**config.mk**
```make
export PLATFORM = sky130hd
export DESIGN_NAME = multi_digit_counter
export DESIGN_NICKNAME = d
export VERILOG_FILES = /design/src/rtl/multi_digit_counter.sv
export SDC_FILE = /design/constraint.sdc
export NUM_CORES = 1
export LEC_CHECK = 0
export CORE_MARGIN = 4
export CORE_UTILIZATION = 55
export CTS_BUF_LIST = sky130_fd_sc_hd__clkbuf_8
export DETAILED_ROUTE_END_ITERATION = 8
export GPL_ROUTABILITY_DRIVEN = 0
export PLACE_DENSITY = 0.95
export SYNTH_ARGS = -nofsm -noshare
export SYNTH_HDL_FRONTEND = slang
export SYNTH_SLANG_ARGS = --single-unit
export TNS_END_PERCENT = 50
```
**constraint.sdc**
```tcl
create_clock -name clk -period 5.98 [get_ports clk]
set_input_delay 1.794 -clock clk [delete_from_list [all_inputs] [get_ports clk]]
set_output_delay 1.794 -clock clk [all_outputs]
set_load 0.01 [all_outputs]
```
**src/rtl/multi_digit_counter.sv**
```systemverilog
// NUM_DIGITS-digit up/down counter stepped by a synchronised, edge-detected push-button,
// with load, clear, programmable rollover and registered 7-segment drive. Define BCD_MODE_EN for decimal digits.
module multi_digit_counter #(
  parameter int NUM_DIGITS = 2
) (
  input  logic                    clk,
  input  logic                    rst,
  input  logic                    step_in,
  input  logic                    count_enable,
  input  logic                    up_down,
  input  logic                    clear,
  input  logic                    load,
  input  logic [4*NUM_DIGITS-1:0] load_val,
  input  logic [4*NUM_DIGITS-1:0] rollover_val,
  output logic [4*NUM_DIGITS-1:0] count_out,
  output logic                    rollover_flag,
  output logic [7*NUM_DIGITS-1:0] hex_out
);

  localparam int W = 4 * NUM_DIGITS;
  localparam logic [W-1:0] ONE = {{(W-1){1'b0}}, 1'b1};

  logic                  r_sync1;
  logic                  r_sync2;
  logic                  r_sync2_d;
  logic [W-1:0]          r_count;
  logic                  r_flag;
  logic [7*NUM_DIGITS-1:0] r_hex;

  logic                  w_step_pulse;
  logic [W-1:0]          w_next_count;
  logic                  w_next_flag;
  logic [7*NUM_DIGITS-1:0] w_hex;

  function automatic logic [6:0] seg7(input logic [3:0] d);
    logic [6:0] s;
    case (d)
      4'h0:    s = 7'h40;
      4'h1:    s = 7'h79;
      4'h2:    s = 7'h24;
      4'h3:    s = 7'h30;
      4'h4:    s = 7'h19;
      4'h5:    s = 7'h12;
      4'h6:    s = 7'h02;
      4'h7:    s = 7'h78;
      4'h8:    s = 7'h00;
      4'h9:    s = 7'h10;
      4'hA:    s = 7'h08;
      4'hB:    s = 7'h03;
      4'hC:    s = 7'h46;
      4'hD:    s = 7'h21;
      4'hE:    s = 7'h06;
      default: s = 7'h0E;
    endcase
    return s;
  endfunction

`ifdef BCD_MODE_EN
  // Decimal ripple: digits at 9 or above (illegal A-F included) wrap to 0 and carry.
  function automatic logic [W-1:0] cnt_inc(input logic [W-1:0] v);
    logic [W-1:0] r;
    logic         c;
    r = v;
    c = 1'b1;
    for (int i = 0; i < NUM_DIGITS; i++) begin
      if (c) begin
        if (v[4*i +: 4] >= 4'd9) begin
          r[4*i +: 4] = 4'd0;
        end else begin
          r[4*i +: 4] = v[4*i +: 4] + 4'd1;
          c = 1'b0;
        end
      end else begin
        r[4*i +: 4] = v[4*i +: 4];
      end
    end
    return r;
  endfunction

  function automatic logic [W-1:0] cnt_dec(input logic [W-1:0] v);
    logic [W-1:0] r;
    logic         b;
    r = v;
    b = 1'b1;
    for (int i = 0; i < NUM_DIGITS; i++) begin
      if (b) begin
        if (v[4*i +: 4] == 4'd0) begin
          r[4*i +: 4] = 4'd9;
        end else begin
          r[4*i +: 4] = v[4*i +: 4] - 4'd1;
          b = 1'b0;
        end
      end else begin
        r[4*i +: 4] = v[4*i +: 4];
      end
    end
    return r;
  endfunction
`else
  function automatic logic [W-1:0] cnt_inc(input logic [W-1:0] v);
    return v + ONE;
  endfunction

  function automatic logic [W-1:0] cnt_dec(input logic [W-1:0] v);
    return v - ONE;
  endfunction
`endif

  // Step synchroniser and edge detector; resetting high swallows a button held through reset
  always_ff @(posedge clk) begin
    if (rst) begin
      r_sync1   <= 1'b1;
      r_sync2   <= 1'b1;
      r_sync2_d <= 1'b1;
    end else begin
      r_sync1   <= step_in;
      r_sync2   <= r_sync1;
      r_sync2_d <= r_sync2;
    end
  end

  assign w_step_pulse = r_sync2 & ~r_sync2_d;

  // Next count: clear > load > enabled step; a pulse colliding with clear/load is dropped
  always_comb begin
    w_next_count = r_count;
    w_next_flag  = 1'b0;
    if (clear) begin
      w_next_count = '0;
    end else if (load) begin
      w_next_count = load_val;
    end else if (w_step_pulse && count_enable) begin
      if (up_down) begin
        if (r_count >= rollover_val) begin
          w_next_count = '0;
          w_next_flag  = 1'b1;
        end else begin
          w_next_count = cnt_inc(r_count);
        end
      end else begin
        if (r_count == '0) begin
          w_next_count = rollover_val;
          w_next_flag  = 1'b1;
        end else begin
          w_next_count = cnt_dec(r_count);
        end
      end
    end else begin
      w_next_count = r_count;
    end
  end

  // Segment decode of the registered count
  always_comb begin
    w_hex = '0;
    for (int i = 0; i < NUM_DIGITS; i++) begin
      w_hex[7*i +: 7] = seg7(r_count[4*i +: 4]);
    end
  end

  // Count, rollover pulse and display registers; hex trails the count by one edge
  always_ff @(posedge clk) begin
    if (rst) begin
      r_count <= '0;
      r_flag  <= 1'b0;
      r_hex   <= {NUM_DIGITS{7'h40}};
    end else begin
      r_count <= w_next_count;
      r_flag  <= w_next_flag;
      r_hex   <= w_hex;
    end
  end

  assign count_out     = r_count;
  assign rollover_flag = r_flag;
  assign hex_out       = r_hex;

endmodule

```
==> impl_metrics.json, run 1 <==
{
  "place_ws_ps": 1889,
  "portBuffers": 45,
  "chipWidth_microns": 65.61,
  "syn_area_per_cell_sq_um": 8.223,
  "cts_made_buffers": 3,
  "h-tree-depth": 1,
  "via_count": 1792,
  "layout_min_cycle_time_ps": 3858,
  "design.core.area_sq_um": 3103,
  "synth_seq_area_share_pct": 28.51,
  "post-route-drc-count": 0,
  "tightest_slew_ps": 786.3,
  "cpPeakStageDelay_ps": 680,
  "synth_seq_cells": 26,
  "synth_largest_area_cell": "dfxtp_1",
  "dieArea_sq_um": 4305,
  "io_pins": 46,
  "wl_per_cell_microns": 15.66,
  "yosysUniqueCellTypes": 50,
  "synth_most_common_cell": "dfxtp_1",
  "hold_viol": 0,
  "placedInstanceArea_sq_um": 2280,
  "grt_start_max_net_pins": 26,
  "run_status": "completed",
  "cts.sinks": 26,
  "fmax_mhz": 259.2,
  "antenna_left": 0,
  "total_power_uw": 412.6,
  "clkTransAtPathRegs_ps": 90,
  "rsz0062_at_grt": "false",
  "synth-edff-count": 0,
  "ys_top_cells_by_count": "dfxtp_1 (26), nor2_1 (23), ha_1 (19), nand2_1 (17)",
  "powerDensity_nw_per_um2": 176.7,
  "synth_area_leaders": "dfxtp_1 (29%), ha_1 (13%), nor2_1 (4.7%)",
  "crit_type": "in -> reg",
  "min_path_type": "reg -> reg",
  "peakVddDrop_uv": 93.26,
  "synth_nets": 264,
  "cts_tree": "built",
  "crit_family": "compound AO/OA/AOI/OAI gates",
  "cts-hold-fix-buffers": 0,
  "grt_use_total_pct": 22.82,
  "clock-root-buffer": "clkbuf_8",
  "worstPathArrival_ps": 4070,
  "cts_buffer_depth": 2,
  "fin_skew_ps": 4.524,
  "yosys_warnings": 0,
  "critPathMaxFanout": 10,
  "fin_crit_sh_pct": 64.52,
  "drtIter0Drc": 179,
  "die_h_microns": 65.61,
  "cp_slowest_cell": "a2111oi_4",
  "grt_pass1_vias": 1665,
  "end_kind": "flop",
  "ctsResizeCount": 0,
  "drtPass1Iterations": 5,
  "cellLeakagePower_nw": 0.9046,
  "nFillCells": 252,
  "row_count": 20,
  "critPathBufInv": 2,
  "fin_area_sq_um": 2335,
  "avgViaCountPerCell": 5.875,
  "synth-async-reset-ratio_pct": 0,
  "nets": 304,
  "synthFlopType": "dfxtp_1",
  "routed_wl_mm": 4.777,
  "relSlewSlack_pct": 47.51,
  "diodes": 0,
  "syn_inst": 222,
  "antenna_found_initial": 0,
  "setup_violations": 0,
  "synth_area_sq_um": 1826,
  "drive_gt1_share_pct": 6.130,
  "worst_slack_ps": 2122,
  "startpoint_type": "primary input",
  "area_growth_pct": 27.90,
  "setup_tns_ps": 0,
  "start_util_pct": 58.83,
  "grt-ovfl-total": 0,
  "post_cts_buffers": 0,
  "cap_violations": 0,
  "place_hpwl_mm": 3.423,
  "critPathRequiredTime_ps": 6190,
  "cp_cell_sequence": "clkdlybuf4s50_1 > inv_1 > ha_1 > a211oi_1 > o21ai_1 > a2111oi_4 > a31oi_1 > o2bb2ai_1",
  "utilization_pct": 75.24,
  "drv_slew": 0,
  "post-synth-top-area-fraction_pct": 28.51,
  "grt_pass1_wl_mm": 7.748,
  "clk_latency_ps": 270
}
-- state kept, by name, summed over array words and instances, names as in the netlist --
| signal | cells |
|---|---|
| r_sync2_d | 1 |
| r_sync1 | 1 |
| rollover_flag | 1 |
| r_sync2 | 1 |
| hex_out | 14 |
| count_out | 8 |
-- area by class of cell --
| cell class | count | area (sq um) | share of cell area (%) |
|---|---|---|---|
| clock buffers | 4 | 55.05 | 2.358 |
| multi-input cells | 169 | 1186 | 50.80 |
| repair buffers | 46 | 457.9 | 19.61 |
| flip-flops and latches | 26 | 520.5 | 22.29 |
| well taps | 44 | 55.05 | 2.358 |
| inverters | 16 | 60.06 | 2.572 |
-- placed cells by master, fill, tap and decap left out, types with 2 or more instances in the layout --
master           netlist  routed
a211oi_1               7       7
a21oi_1               15      15
a221o_1                3       3
a311oi_1               3       3
a31oi_1                6       6
a32oi_1                2       2
and3_1                 2       2
clkbuf_8               0       4
clkdlybuf4s50_1        0      45
dfxtp_1               26      26
ha_1                  19      19
inv_1                 15      15
mux2_2                 2       2
nand2_1               17      17
nand2b_1               6       6
nand3_1                3       3
nand4_1                2       2
nor2_1                23      23
nor2b_1                3       3
nor3_1                 7       7
nor3b_1                2       2
nor4_1                 2       2
o211ai_1               5       5
o21ai_0                7       7
o21ai_1                2       2
o221ai_1               3       3
or2_2                  4       4
xnor2_1                5       5
-- logic make-up after synthesis --
| kind of cell | Yosys count | share of synthesized area, % |
|---|---|---|
| xor+xnor | 6 | 2.879 |
| fa+ha+maj | 19 | 13.02 |
| mux | 3 | 1.782 |
| flops | 26 | 28.51 |
| compound gates | 66 | 26.53 |
| buf+inv | 27 | 6.511 |
| simple gates | 75 | 20.77 |
-- metal layers --
metal | part of all wire (%) | vias to the layer above | global-route usage, % | wire [microns]
met5 | 0 | - | 0 | 0
met4 | 2.2 | 0 | 9.845 | 104
met3 | 8.1 | 9 | 2.735 | 388
met2 | 48 | 92 | 36.16 | 2275
met1 | 42 | 808 | 31.06 | 2008
li1 | - | 883 | - | -
-- worst paths after layout --
path	endpoint	slack, ps	cells after the start	start
max	count_out[4]	2120	8	rollover_val[3]
min	r_sync2	410	1	r_sync1
max reg2reg	count_out[3]	3420	7	count_out[5]
min reg2reg	r_sync2	410	1	r_sync1
-- where the power goes --
group | switching (mW) | leakage (nW) | total (mW) | internal, mW
Clock | 0.0554 | 0.0288 | 0.114 | 0.0589
Sequential | 0.0101 | 0.212 | 0.190 | 0.180
Combinational | 0.0541 | 0.663 | 0.108 | 0.0538
-- metrics by stage --
stage | instances | hold WS (ps)
after floorplan | 222 | 389.5
after global placement | 301 | 392.1
after detailed placement | 301 | 393.2
after CTS | 305 | 413.9
after global routing | 305 | 450.1
final | 305 | 413.1
(Power assumes the default switching activity.)
==> run 2: changes to the inputs <==
- CORE_UTILIZATION: 55 -> 51
- PLACE_DENSITY: 0.95 -> 0.91
- clock period: 5.98 -> 3.55 ns (I/O delays scaled with it)
==> run 2 against run 1 <==
Compared with the run above: clock power rose by 75%; critical path depth stayed put; die area is 6.9% higher; sequential share of layout area down 0.31 points; sequential cell count did not move; via count increased by 2.1%; worst hold slack better by 18 ps; total power increased by 71%; sequential power is 66% higher; count of clock-buffer cells in the layout is the same.
==> impl_metrics.json, run 2 (synthesis results as in run 1) <==
{
  "post_cts_buffers": 0,
  "end_kind": "flop",
  "wl_per_cell_microns": 15.35,
  "antenna_found_initial": 0,
  "min_path_type": "reg -> reg",
  "relSlewSlack_pct": 59.18,
  "ctsResizeCount": 0,
  "r2r_slack_ps": 1030,
  "io_pins": 46,
  "crit_family": "compound AO/OA/AOI/OAI gates",
  "peakVddDrop_uv": 144.6,
  "chipWidth_microns": 67.83,
  "die_h_microns": 67.83,
  "nFillCells": 273,
  "grt_start_max_net_pins": 26,
  "clkTransAtPathRegs_ps": 90,
  "grt_use_total_pct": 22.17,
  "drtPass1Iterations": 5,
  "clk_latency_ps": 280,
  "final_common_cell": "clkdlybuf4s50_1",
  "cts.sinks": 26,
  "cts_made_buffers": 3,
  "nets": 308,
  "cts_tree": "built",
  "routed_wl_mm": 4.774,
  "layout_min_cycle_time_ps": 3050,
  "critPathMaxFanout": 10,
  "powerDensity_nw_per_um2": 297.4,
  "antenna_left": 0,
  "diodes": 0,
  "row_count": 21,
  "fin_skew_ps": 3.105,
  "worstReg2RegEnd": "count_out[2]",
  "drive_gt1_share_pct": 7.547,
  "total_power_uw": 704.0,
  "grt_pass1_wl_mm": 7.914,
  "fmax_mhz": 327.9,
  "cpPeakStageDelay_ps": 650,
  "post-route-drc-count": 0,
  "setup_tns_ps": 0,
  "cts_buffer_depth": 2,
  "drv_slew": 0,
  "tightest_slew_ps": 612.3,
  "critical_path.startpoint": "rollover_val[3]",
  "worstPathArrival_ps": 3250,
  "place_hpwl_mm": 3.461,
  "reg2reg_from": "count_out[0]",
  "cellLeakagePower_nw": 0.9254,
  "run_status": "completed",
  "worstHoldStart": "r_sync1",
  "critPathBufInv": 2,
  "cts-hold-fix-buffers": 0,
  "crit_type": "in -> reg",
  "avgViaCountPerCell": 5.884,
  "fin_crit_sh_pct": 85.91,
  "cp_slowest_cell": "a2111oi_4",
  "final_cell_mix": "clkdlybuf4s50_1 (45), dfxtp_1 (26), nor2_1 (23)",
  "via_count": 1830,
  "critPathRequiredTime_ps": 3750,
  "hold_path_depth": 1,
  "dieArea_sq_um": 4601,
  "h-tree-depth": 1,
  "r2r_cells": 7,
  "whs_ps": 431.0,
  "setup_violations": 0,
  "area_growth_pct": 29.68,
  "drtIter0Drc": 157,
  "startpoint_type": "primary input",
  "cp_cell_sequence": "clkdlybuf4s50_1 > inv_1 > ha_1 > a211oi_1 > o21ai_1 > a2111oi_4 > a21oi_1 > a211oi_2",
  "clock-root-buffer": "clkbuf_8",
  "cap_violations": 0,
  "grt-ovfl-total": 0,
  "portBuffers": 45,
  "design.core.area_sq_um": 3390,
  "whs_endpoint": "r_sync2",
  "hold_viol": 0,
  "largest_reg_flops": 14,
  "grt_pass1_vias": 1762,
  "rsz0062_at_grt": "false",
  "start_util_pct": 53.86
}
## run 2: changes by cell type in the layout (fill, tap and decap cells not counted)
cell | before | now
buf_4 | 1 | 5
## run 2: power breakdown
| part | internal [mW] | leakage (nW) | switching, mW |
|---|---|---|---|
| clock | 0.0994 | 0.0288 | 0.0993 |
| sequential | 0.304 | 0.212 | 0.0115 |
| combinational | 0.0934 | 0.684 | 0.0968 |
## run 2: worst max-delay path by stage
stage                              end  slack (ps)  cells past startpoint
after floorplan           count_out[3]         960                      7
after global placement    count_out[4]         310                      8
after detailed placement  count_out[4]         260                      8
after CTS                 count_out[3]         540                      8
after global routing      count_out[2]         340                      8
final                     count_out[2]         500                      8
## run 2: worst register-to-register path: stages (launching register included)
cell and delay [ps]:
dfxtp_1 520, inv_1 220, ha_1 310, nor3b_1 250
o21ai_1 150, a2111oi_4 650, a21oi_1 160, a211oi_2 190
## run 2: metal layers
layer,part of all wire [%],routed length (microns),GRT usage [%],up-vias
met4,2.0,97,7.940,0
met2,47,2232,37.55,100
met3,8.1,389,2.463,14
li1,-,-,-,894
met5,0,0,0,-
met1,43,2056,29.07,822
## run 2: final cells by class
class                      count  area (sq um)  area share (%)
timing repair buffer          50         488.0           20.61
tap                           46         57.56           2.431
inverter                      16         60.06           2.537
multi-input combinational    169          1186           50.11
clock buffer                   4         55.05           2.326
sequential                    26         520.5           21.99
## run 2: through the flow
step	std cells	cell area, sq um	util, %	worst slack (ps)
floorplan	222	1826	-	960.8
global placement	307	2312	68.22	313.0
detailed placement	307	2312	68.22	263.9
CTS	311	2367	69.84	540.3
global route	311	2367	69.84	335.4
finish	311	2367	69.84	500.2
==> run 3: changes to the inputs <==
- SLEW_MARGIN: default -> 10
==> results of run 3 <==
Final layout, timing and power as in run 2 (identical DEF).
